`config.mk`:
```
export PLATFORM = sky130hd
export DESIGN_NAME = fetch_flat
export DESIGN_NICKNAME = d
export VERILOG_FILES = /design/src/rtl/rv32i_pkg.sv /design/src/rtl/fetch_if.sv /design/src/rtl/fetch_buffer.sv /design/src/rtl/fetch.sv /design/src/flat_wrapper.sv
export SDC_FILE = /design/constraint.sdc
export NUM_CORES = 1
export LEC_CHECK = 0
export ABC_CLOCK_PERIOD_IN_PS = 17200
export CAP_MARGIN = 25
export CORE_ASPECT_RATIO = 0.9
export CORE_UTILIZATION = 55
export CTS_CLUSTER_SIZE = 24
export DETAILED_ROUTE_END_ITERATION = 6
export GPL_TIMING_DRIVEN = 1
export PLACE_DENSITY = 0.88
export SYNTH_ARGS = -nofsm -noshare
export SYNTH_HDL_FRONTEND = slang
export SYNTH_SLANG_ARGS = --single-unit
```
`constraint.sdc`:
```
create_clock -name i_clk -period 17.2 [get_ports i_clk]
set_clock_uncertainty 0.2 [all_clocks]
set_input_delay 1.72 -clock i_clk [delete_from_list [all_inputs] [get_ports i_clk]]
set_output_delay 1.72 -clock i_clk [all_outputs]
set_load 0.02 [all_outputs]
```
`src/rtl/rv32i_pkg.sv`:
```
`default_nettype none
// ============================================================================
//  Module      : rv32i_pkg
//  Description : Shared RV32I definitions for the front end: datapath width,
//                the canonical NOP encoding (addi x0,x0,0) and the fetch
//                buffer entry type {pc, instr}.
//  Revision    : 1.0  initial release
// ============================================================================
package rv32i_pkg;

    localparam int          XLEN      = 32;
    localparam logic [31:0] NOP_INSTR = 32'h00000013;

    typedef struct packed {
        logic [XLEN-1:0] pc;
        logic [XLEN-1:0] instr;
    } fetch_entry_t;

endpackage
`default_nettype wire

```
`src/rtl/fetch_if.sv`:
```
`default_nettype none
// ============================================================================
//  Module      : fetch_if
//  Description : Bundles the instruction-memory read port and the
//                decode-facing handshake of the fetch stage.
//                Ports (named from the fetch stage's point of view):
//                  o_imem_raddr/o_imem_ren  : imem read request
//                  i_imem_rdata             : imem read data (1 cycle later)
//                  i_stall/i_redirect/i_redirect_pc : downstream control
//                  o_instr/o_pc/o_pc_plus4/o_valid/o_misaligned : head entry
//                modport master : the fetch stage
//                modport slave  : imem + decode side
//  Revision    : 1.0  initial release
// ============================================================================
interface fetch_if;
    import rv32i_pkg::*;

    logic [XLEN-1:0] o_imem_raddr;
    logic            o_imem_ren;
    logic [XLEN-1:0] i_imem_rdata;
    logic            i_stall;
    logic            i_redirect;
    logic [XLEN-1:0] i_redirect_pc;
    logic [XLEN-1:0] o_instr;
    logic [XLEN-1:0] o_pc;
    logic [XLEN-1:0] o_pc_plus4;
    logic            o_valid;
    logic            o_misaligned;

    modport master (
        output o_imem_raddr, o_imem_ren, o_instr, o_pc, o_pc_plus4,
               o_valid, o_misaligned,
        input  i_imem_rdata, i_stall, i_redirect, i_redirect_pc
    );

    modport slave (
        input  o_imem_raddr, o_imem_ren, o_instr, o_pc, o_pc_plus4,
               o_valid, o_misaligned,
        output i_imem_rdata, i_stall, i_redirect, i_redirect_pc
    );

endinterface
`default_nettype wire

```
`src/rtl/fetch_buffer.sv`:
```
`default_nettype none
// ============================================================================
//  Module      : fetch_buffer
//  Description : 2-entry FIFO of fetched {pc, instr} entries with flush.
//                Ports: i_clk, i_rst (sync, active high), i_flush (empties
//                the FIFO), i_push/i_data, i_pop, o_head (oldest entry),
//                o_count (0..2). Caller never pushes into a full FIFO
//                unless it pops in the same cycle.
//  Revision    : 1.0  initial release
// ============================================================================
module fetch_buffer
    import rv32i_pkg::*;
(
    input  wire logic         i_clk,
    input  wire logic         i_rst,
    input  wire logic         i_flush,
    input  wire logic         i_push,
    input  fetch_entry_t      i_data,
    input  wire logic         i_pop,
    output fetch_entry_t      o_head,
    output logic [1:0]        o_count
);

    fetch_entry_t r_mem [2];
    logic         r_rd_ptr;
    logic         r_wr_ptr;
    logic [1:0]   r_count;

    always_ff @(posedge i_clk) begin
        if (i_rst || i_flush) begin
            r_rd_ptr <= 1'b0;
            r_wr_ptr <= 1'b0;
            r_count  <= 2'd0;
        end else begin
            if (i_push) begin
                r_wr_ptr <= ~r_wr_ptr;
            end
            if (i_pop) begin
                r_rd_ptr <= ~r_rd_ptr;
            end
            r_count <= r_count + {1'b0, i_push} - {1'b0, i_pop};
        end
    end

    // Storage carries no reset; validity is tracked solely by r_count.
    always_ff @(posedge i_clk) begin
        if (i_push && !i_flush && !i_rst) begin
            r_mem[r_wr_ptr] <= i_data;
        end
    end

    assign o_head  = r_mem[r_rd_ptr];
    assign o_count = r_count;

endmodule
`default_nettype wire

```
`src/rtl/fetch.sv`:
```
`default_nettype none
// ============================================================================
//  Module      : fetch
//  Description : RV32I instruction fetch stage. Owns the PC, issues reads to
//                a 1-cycle synchronous imem and presents {instr, pc} to decode
//                under stall/redirect control. A 2-entry buffer plus at most
//                one in-flight read guarantees no loss or duplication.
//                Ports: i_clk, i_rst (sync, active high), bus (fetch_if
//                master: imem request/response and decode handshake).
//                Parameter RESET_ADDR: PC loaded on reset.
//                Macro FETCH_MISALIGN_TRAP_EN: when defined, a redirect to a
//                non word-aligned target raises o_misaligned and halts issue
//                until an aligned redirect or reset; when undefined the
//                target's low two bits are forced to zero.
//  Revision    : 1.0  initial release
// ============================================================================
module fetch
    import rv32i_pkg::*;
#(
    parameter logic [XLEN-1:0] RESET_ADDR = 32'h00000000
)(
    input  wire logic i_clk,
    input  wire logic i_rst,
    fetch_if.master   bus
);

    logic [XLEN-1:0] r_pc;
    logic [XLEN-1:0] r_inflight_pc;
    logic            r_inflight;

    logic [XLEN-1:0] w_target;
    logic            w_halt;
    logic [1:0]      w_count;
    fetch_entry_t    w_buf_head;
    fetch_entry_t    w_resp;
    fetch_entry_t    w_head;
    logic            w_buf_nonempty;
    logic            w_valid;
    logic            w_pop;
    logic            w_buf_pop;
    logic            w_buf_push;
    logic [2:0]      w_occ;
    logic            w_issue;
    logic [XLEN-1:0] w_pc_out;

`ifdef FETCH_MISALIGN_TRAP_EN
    logic r_misaligned;

    always_ff @(posedge i_clk) begin
        if (i_rst) begin
            r_misaligned <= 1'b0;
        end else if (bus.i_redirect) begin
            r_misaligned <= |bus.i_redirect_pc[1:0];
        end
    end

    assign w_target = bus.i_redirect_pc;
    assign w_halt   = r_misaligned;
`else
    assign w_target = bus.i_redirect_pc & ~32'h3;
    assign w_halt   = 1'b0;
`endif

    // The response returning this cycle acts as a virtual tail entry: when
    // the buffer is empty it is presented directly to decode (bypass), so a
    // fetch issued in cycle N is visible in cycle N+1.
    assign w_resp         = '{pc: r_inflight_pc, instr: bus.i_imem_rdata};
    assign w_buf_nonempty = (w_count != 2'd0);
    assign w_valid        = w_buf_nonempty | r_inflight;
    assign w_head         = w_buf_nonempty ? w_buf_head : w_resp;

    assign w_pop      = w_valid & ~bus.i_stall & ~bus.i_redirect;
    assign w_buf_pop  = w_pop & w_buf_nonempty;
    // A bypassed response that decode consumes never enters the buffer.
    assign w_buf_push = r_inflight & ~bus.i_redirect & ~(w_pop & ~w_buf_nonempty);

    // Occupancy after this edge; a new issue is allowed only if its
    // response will still find a free slot.
    assign w_occ   = {1'b0, w_count} + {2'b00, r_inflight} - {2'b00, w_pop};
    assign w_issue = ~i_rst & ~bus.i_redirect & ~w_halt & (w_occ < 3'd2);

    fetch_buffer u_buffer (
        .i_clk   (i_clk),
        .i_rst   (i_rst),
        .i_flush (bus.i_redirect),
        .i_push  (w_buf_push),
        .i_data  (w_resp),
        .i_pop   (w_buf_pop),
        .o_head  (w_buf_head),
        .o_count (w_count)
    );

    always_ff @(posedge i_clk) begin
        if (i_rst) begin
            r_pc          <= RESET_ADDR;
            r_inflight    <= 1'b0;
            r_inflight_pc <= '0;
        end else if (bus.i_redirect) begin
            // Nothing is issued in the redirect cycle, so clearing the
            // in-flight flag squashes any older response.
            r_pc       <= w_target;
            r_inflight <= 1'b0;
        end else begin
            r_inflight <= w_issue;
            if (w_issue) begin
                r_inflight_pc <= r_pc;
                r_pc          <= r_pc + 32'd4;
            end
        end
    end

    // While trapped, r_pc holds the offending target and is reported.
    assign w_pc_out = w_valid ? w_head.pc : (w_halt ? r_pc : '0);

    assign bus.o_imem_raddr = r_pc;
    assign bus.o_imem_ren   = w_issue;
    assign bus.o_valid      = w_valid;
    assign bus.o_instr      = w_valid ? w_head.instr : NOP_INSTR;
    assign bus.o_pc         = w_pc_out;
    assign bus.o_pc_plus4   = w_pc_out + 32'd4;
    assign bus.o_misaligned = w_halt;

endmodule
`default_nettype wire

```
`src/flat_wrapper.sv`:
```
// flat-port wrapper written by rule: the top's interface ports become plain ports
module fetch_flat import rv32i_pkg::*;
#(
    parameter logic [XLEN-1:0] RESET_ADDR = 32'h00000000
)
  (i_clk, i_rst, bus_o_imem_raddr, bus_o_imem_ren, bus_o_instr, bus_o_pc, bus_o_pc_plus4, bus_o_valid, bus_o_misaligned, bus_i_imem_rdata, bus_i_stall, bus_i_redirect, bus_i_redirect_pc);
  fetch_if bus_i ();
  input  wire logic i_clk;
  input  wire logic i_rst;
  output wire logic [$bits(bus_i.o_imem_raddr)-1:0] bus_o_imem_raddr;
  output wire logic [$bits(bus_i.o_imem_ren)-1:0] bus_o_imem_ren;
  output wire logic [$bits(bus_i.o_instr)-1:0] bus_o_instr;
  output wire logic [$bits(bus_i.o_pc)-1:0] bus_o_pc;
  output wire logic [$bits(bus_i.o_pc_plus4)-1:0] bus_o_pc_plus4;
  output wire logic [$bits(bus_i.o_valid)-1:0] bus_o_valid;
  output wire logic [$bits(bus_i.o_misaligned)-1:0] bus_o_misaligned;
  input wire logic [$bits(bus_i.i_imem_rdata)-1:0] bus_i_imem_rdata;
  input wire logic [$bits(bus_i.i_stall)-1:0] bus_i_stall;
  input wire logic [$bits(bus_i.i_redirect)-1:0] bus_i_redirect;
  input wire logic [$bits(bus_i.i_redirect_pc)-1:0] bus_i_redirect_pc;
  assign bus_o_imem_raddr = bus_i.o_imem_raddr;
  assign bus_o_imem_ren = bus_i.o_imem_ren;
  assign bus_o_instr = bus_i.o_instr;
  assign bus_o_pc = bus_i.o_pc;
  assign bus_o_pc_plus4 = bus_i.o_pc_plus4;
  assign bus_o_valid = bus_i.o_valid;
  assign bus_o_misaligned = bus_i.o_misaligned;
  assign bus_i.i_imem_rdata = bus_i_imem_rdata;
  assign bus_i.i_stall = bus_i_stall;
  assign bus_i.i_redirect = bus_i_redirect;
  assign bus_i.i_redirect_pc = bus_i_redirect_pc;
  fetch #(.RESET_ADDR(RESET_ADDR)) u_core (.i_clk(i_clk), .i_rst(i_rst), .bus(bus_i));
endmodule
```
# Word-level counts from Yosys, hierarchy flattened
# Memories as Yosys holds them, arrays and structs flattened. A register that Yosys moved wholly into a read port is not among the register bits.
# Cells that the tools add are included.
# Widths: inputs -> output; s select.
[totals]
ramBits = 128
input_bits = 68
wordCells = 49
register_bits = 69
output_inout_bits = 131
n_memories = 1
[memory_table]
columns = ["name", "depth", "word_bits", "read_ports", "rd_ports_with_merged_regs", "wr", "line_no", "rtl"]
rows = [
  ["u_core.u_buffer.r_mem", 2, 64, 1, 1, 1, "fetch_buffer.sv:24", "fetch_entry_t r_mem [2];"],
]
[op_classes]
magnitude_cmp = 1
bitwise_logic = 16
reduce_logical = 9
n_addsub = 6
mux = 9
[ops]
columns = ["op", "count"]
rows = [
  ["$mux 32", 4],
  ["$add 32x3->32 const B", 2],
  ["$mux 64", 1],
  ["$and 1x1->1", 8],
  ["$not 1->1", 7],
  ["$mux 1", 4],
  ["$reduce_bool 2->1", 2],
  ["$add 2x1->3", 1],
  ["$lt 3x2->1 const B", 1],
  ["$sub 3x1->3", 1],
  ["$add 2x1->2", 1],
  ["$logic_and 1x1->1", 2],
  ["$logic_not 1->1", 2],
  ["$reduce_and 2->1", 1],
  ["$reduce_or 2->1", 1],
  ["$sub 2x1->2", 1],
  ["$logic_or 1x1->1", 1],
  ["$or 1x1->1", 1],
]

# Logic depth before layout (Yosys ltp)
[logic_depth]
word_depth = 11
depth_mapped = 18
ltp_nobuf = 12

# Cells and area by module
# A second synthesis with hierarchy kept.
[hier_totals]
hier_cells = 887
hier_area_um2 = 9658.0
[by_module_without_submodules]
columns = ["mod", "area_per_inst_um2", "cells_per_inst", "seq_area_each_um2", "n_inst"]
rows = [
  ["fetch_buffer", 5138.7, 219, 3943.8, 1],
  ["fetch", 4519.3, 668, 1221.2, 1],
]

# Worst setup path before layout
# OpenSTA, ideal clock, no wires.
[synth_timing]
path_kind = "input port to flip-flop"
startpoint = "in bus_i_redirect"
endpoint = "mem u_core.u_buffer.r_mem[0][0] (netlist bit) (enable)"
path_buffers = 2
cell_stages = 3
arrival_time_ps = 8109
required_time_ps = 16364
setup_time_ps = 636
setup_slack_ps = 8255
path_cell_list = "clkbuf_1 clkbuf_1 nor4_1"
[synth_between]
elab_chain_cells = 9
word_cells_on_any_way = 11
cone_classes = "mux: 2; bitwise: 6; reduce/logical: 3"
[synth_lines]
columns = ["element", "line_no", "rtl"]
rows = [
  ["start, declared", "flat_wrapper.sv:19", "input wire logic [$bits(bus_i.i_redirect)-1:0] bus_i_redirect;"],
  ["$not 1->1", "fetch.sv:72, fetch.sv:75", ""],
  ["$and 1x1->1", "fetch.sv:72", "assign w_pop = w_valid & ~bus.i_stall & ~bus.i_redirect;"],
  ["$and 1x1->1", "fetch.sv:75", "assign w_buf_push = r_inflight & ~bus.i_redirect & ~(w_pop & ~w_buf_nonempty);"],
  ["$not 1->1", "fetch.sv:75", ""],
  ["$and 1x1->1", "fetch.sv:75", ""],
  ["$logic_and 1x1->1 (*) (2 in a row)", "fetch_buffer.sv:47", "if (i_push && !i_flush && !i_rst) begin"],
  ["$mux 1 (*)", "fetch_buffer.sv:47", ""],
  ["$mux 1 (implied by the code) (*)", "fetch_buffer.sv:48", "r_mem[r_wr_ptr] <= i_data;"],
  ["end, declared", "fetch_buffer.sv:24", ""],
]
# Every way passes the cells marked *; elsewhere a longest branch is shown, timed or not.

# Final worst setup path
[layout_timing]
startpoint = "in bus_i_redirect"
endpoint = "out bus_o_imem_ren"
[layout_between]
elab_chain_cells = 5
word_cells_on_any_way = 6
cone_classes = "add/sub: 1; order compare: 1; bitwise: 4"
[layout_lines]
columns = ["element", "line_no", "rtl"]
rows = [
  ["$not 1->1 (*)", "fetch.sv:72, fetch.sv:80", ""],
  ["$and 1x1->1", "fetch.sv:72", ""],
  ["$sub 3x1->3", "fetch.sv:79", "assign w_occ = {1'b0, w_count} + {2'b00, r_inflight} - {2'b00, w_pop};"],
  ["$lt 3x2->1", "fetch.sv:80", "assign w_issue = ~i_rst & ~bus.i_redirect & ~w_halt & (w_occ < 3'd2);"],
  ["$and 1x1->1 (*)", "fetch.sv:80", ""],
  ["end, declared", "flat_wrapper.sv:11", "output wire logic [$bits(bus_i.o_imem_ren)-1:0] bus_o_imem_ren;"],
]
# Marks and branches as above.

==> reports/qor.yml <==
floorplan:
  rows: 44
  dieHeight_um: 125
  start_util: 0.569
  die-area_sq_um: 17400
  ioPinCount: 199
  fp.dieW_um: 139
  core_area_sq_um: 16400
sta:
  hold_violations: 0
  rsz0062_at_grt: "false"
  timing.final.crit_share: 0.402
  tns_ns: 0
  fmax_mhz: 145
  slew_headroom: 0.411
  final_max_slew_viol_count: 0
  worst_slew_pin_slew_ns: 0.884
  whs_ns: 0.295
  setup_viol: 0
  period_minus_slack_ns: 6.91
power_and_ir_drop:
  p_leak_nw: 3.96
  p_per_area_nw_per_um2: 84.7
  finalPower_mw: 1.00
  vdd_ir_drop_max_mv: 0.0721
layout:
  layout-drive-gt1-share: 0.0605
  nets: 1118
  fillCellCount: 1161
  diodes: 0
  area_delta_synth_final_pct: 27.3
clock_tree:
  clkTransAtPathRegs_ns: 0.06
  cts_buffers: 17
  ctsResizeCount: 0
  clock_latency_ns: 0.43
  clockBufferDepth: 2
  postCtsHoldBufs: 0
  clk_root_buffer_cell: "clkbuf_16"
  cts_tree: "built"
  htreeDepth: 4
  post-cts-setup-buffer-count: 0
  cts_sinks: 190
routing:
  vias_per_cell: 6.11
  drtAntennaViolNets: 0
  vias: 7720
  routed_wl_mm: 23.9
  wl_per_cell_um: 18.9
  drtIter0Drc: 776
  drc: 19
  firstDrtPassIters: 7
synthesis:
  synth.yosys.seq_area_share: 0.543
  yosys_warnings: 0
  syn_inst: 887
  ys_ff_latch: 190
  synth_edf_count: 124
  synthFlopType: "edfxtp_1"
  synth_area_per_cell_sq_um: 10.5
  synth_cell_types: 68
  synth_area_sq_um: 9300
  synthArstFlopShare: 0
worst_setup_path:
  cp_max_fo: 63
  worstSetupEndpointType: "primary output"
  arrival_ns: 4.99
  critical_path_class: "in -> out"
  critPathRequiredTime_ns: 15.28
  crit_path_start_kind: "input pin"
worst_hold_path:
  min_path_type: "reg -> reg"
global_routing:
  grt_pass1_wl_mm: 38.0
  grt.total_usage: 0.277
  first_global_vias: 7155
  antenna_found_initial: 0
  grt_max_degree: 99
  grt_overflow_total: 0
placement:
  gp_congestion: 0.882
  io_buffers: 189
  hpwl_mm: 15.3
outcome:
  status: "finished, violations left"
  violations: "design-rule violations"
run:
  cap_violations: 0
report_power, final:
part	internal [mW]	total [mW]	switching, mW
logic	0.0443	0.0996	0.0553
registers	0.492	0.503	0.0116
clock network	0.231	0.400	0.169
total	0.767	1.00	0.236
cell families (layout without fill, tap and decap cells):
family / count (synthesis) / in the layout / synth area share
xor+xnor: 35 / 35 / 0.0330
other cells: 1 / 7 / 0.000403
compound gates: 217 / 217 / 0.139
mux: 63 / 63 / 0.0682
buf+inv: 78 / 242 / 0.0425
fa+ha+maj: 6 / 6 / 0.00888
flops: 190 / 190 / 0.543
simple gates: 297 / 297 / 0.165
stage by stage:
stage / worst slack (ns) / instance area, sq um / cells / utilization
2_1_floorplan: 8.26 / 9320 / 893 / -
3_3_place_gp: 10.43 / 11200 / 1231 / 0.686
3_5_place_dp: 10.39 / 11200 / 1231 / 0.686
4_1_cts: 10.32 / 11800 / 1263 / 0.722
5_1_grt: 10.11 / 11800 / 1264 / 0.724
6_report: 10.29 / 11800 / 1264 / 0.724
synthesized netlist by cell type (6+ instances only):
master / instances / area share
and4_1: 7 / 0.0066
a211oi_1: 8 / 0.0065
a32oi_1: 6 / 0.0057
clkbuf_1: 31 / 0.013
nand4_1: 16 / 0.011
dfxtp_1: 66 / 0.14
and2_1: 6 / 0.0040
buf_4: 15 / 0.012
nand3_1: 57 / 0.031
buf_2: 13 / 0.0070
edfxtp_1: 124 / 0.40
mux2i_1: 60 / 0.065
inv_1: 10 / 0.0040
nor2_1: 35 / 0.014
a21oi_1: 84 / 0.045
o21ai_0: 66 / 0.036
and3_1: 19 / 0.013
nand2_1: 107 / 0.043
xnor2_1: 23 / 0.022
a31oi_1: 9 / 0.0061
nor3_1: 16 / 0.0086
xor2_1: 12 / 0.011
worst max-delay path: stages:
cell             delay (ns)
clkdlybuf4s50_1        0.45
buf_4                  0.40
a211oi_1               0.10
ha_1                   0.29
nand2b_1               0.18
fa_1                   0.41
xnor2_1                0.15
nand3_2                0.09
buf_4                  0.53
inv_2                  0.07
clkdlybuf4s50_1        0.57
state kept, by name, summed over array words and instances (netlist names), named ones only:
name / flops
u_core.r_inflight_pc: 30
u_core.u_buffer.r_rd_ptr: 1
u_core.r_inflight: 1
u_core.u_buffer.r_mem: 124
u_core.bus.o_imem_raddr: 30
u_core.u_buffer.r_wr_ptr: 1
u_core.u_buffer.o_count: 2
cells in the final DEF (no fill, tap or decap), drive strengths merged, types with 5 or more instances in the layout:
master         instances
edfxtp               124
clkbuf                20
nor3                  17
a21oi                 87
inv                   15
nor2                  36
nand3b                 5
a32oi                  6
mux2i                 60
nand2                107
and2                   6
o21ai                 67
a31oi                 10
conb                   7
and4                   7
nand3                 57
dfxtp                 66
ha                     5
and3                  19
xnor2                 23
a211oi                 9
clkdlybuf4s50        188
buf                   11
xor2                  12
nand4                 17
nor3b                  7
o211ai                 5
final timing paths:
path                            slack [ns]                                        to  cells after the start                             startpoint
worst max-delay path                 10.29                            bus_o_imem_ren                     11                         bus_i_redirect
worst min-delay path                  0.29     u_core.r_inflight_pc[31]$_SDFFE_PP0P_                      2  u_core.r_inflight_pc[31]$_SDFFE_PP0P_
worst min register to register        0.29     u_core.r_inflight_pc[31]$_SDFFE_PP0P_                      2  u_core.r_inflight_pc[31]$_SDFFE_PP0P_
worst max register to register       12.15  u_core.bus.o_imem_raddr[23]$_SDFFE_PP0P_                     14           u_core.r_inflight$_SDFF_PP0_
metal layers:
layer | part of all wire | up-vias | GRT usage
li1 | - | 3597 | -
met1 | 0.42 | 3627 | 0.386
met2 | 0.46 | 461 | 0.430
met3 | 0.10 | 35 | 0.0701
met4 | 0.017 | 0 | 0.0791
met5 | 0 | - | 0
final cells by class:
type	instances	area, sq um	share of cell area
clock buffer	20	437	0.0369
tap	207	259	0.0219
inverter	11	41.3	0.00349
multi-input combinational	625	3910	0.330
sequential	190	5050	0.427
clock inverter	12	160	0.0135
timing repair buffer	199	1980	0.167
Note: power is estimated with default switching activity, not from simulation.
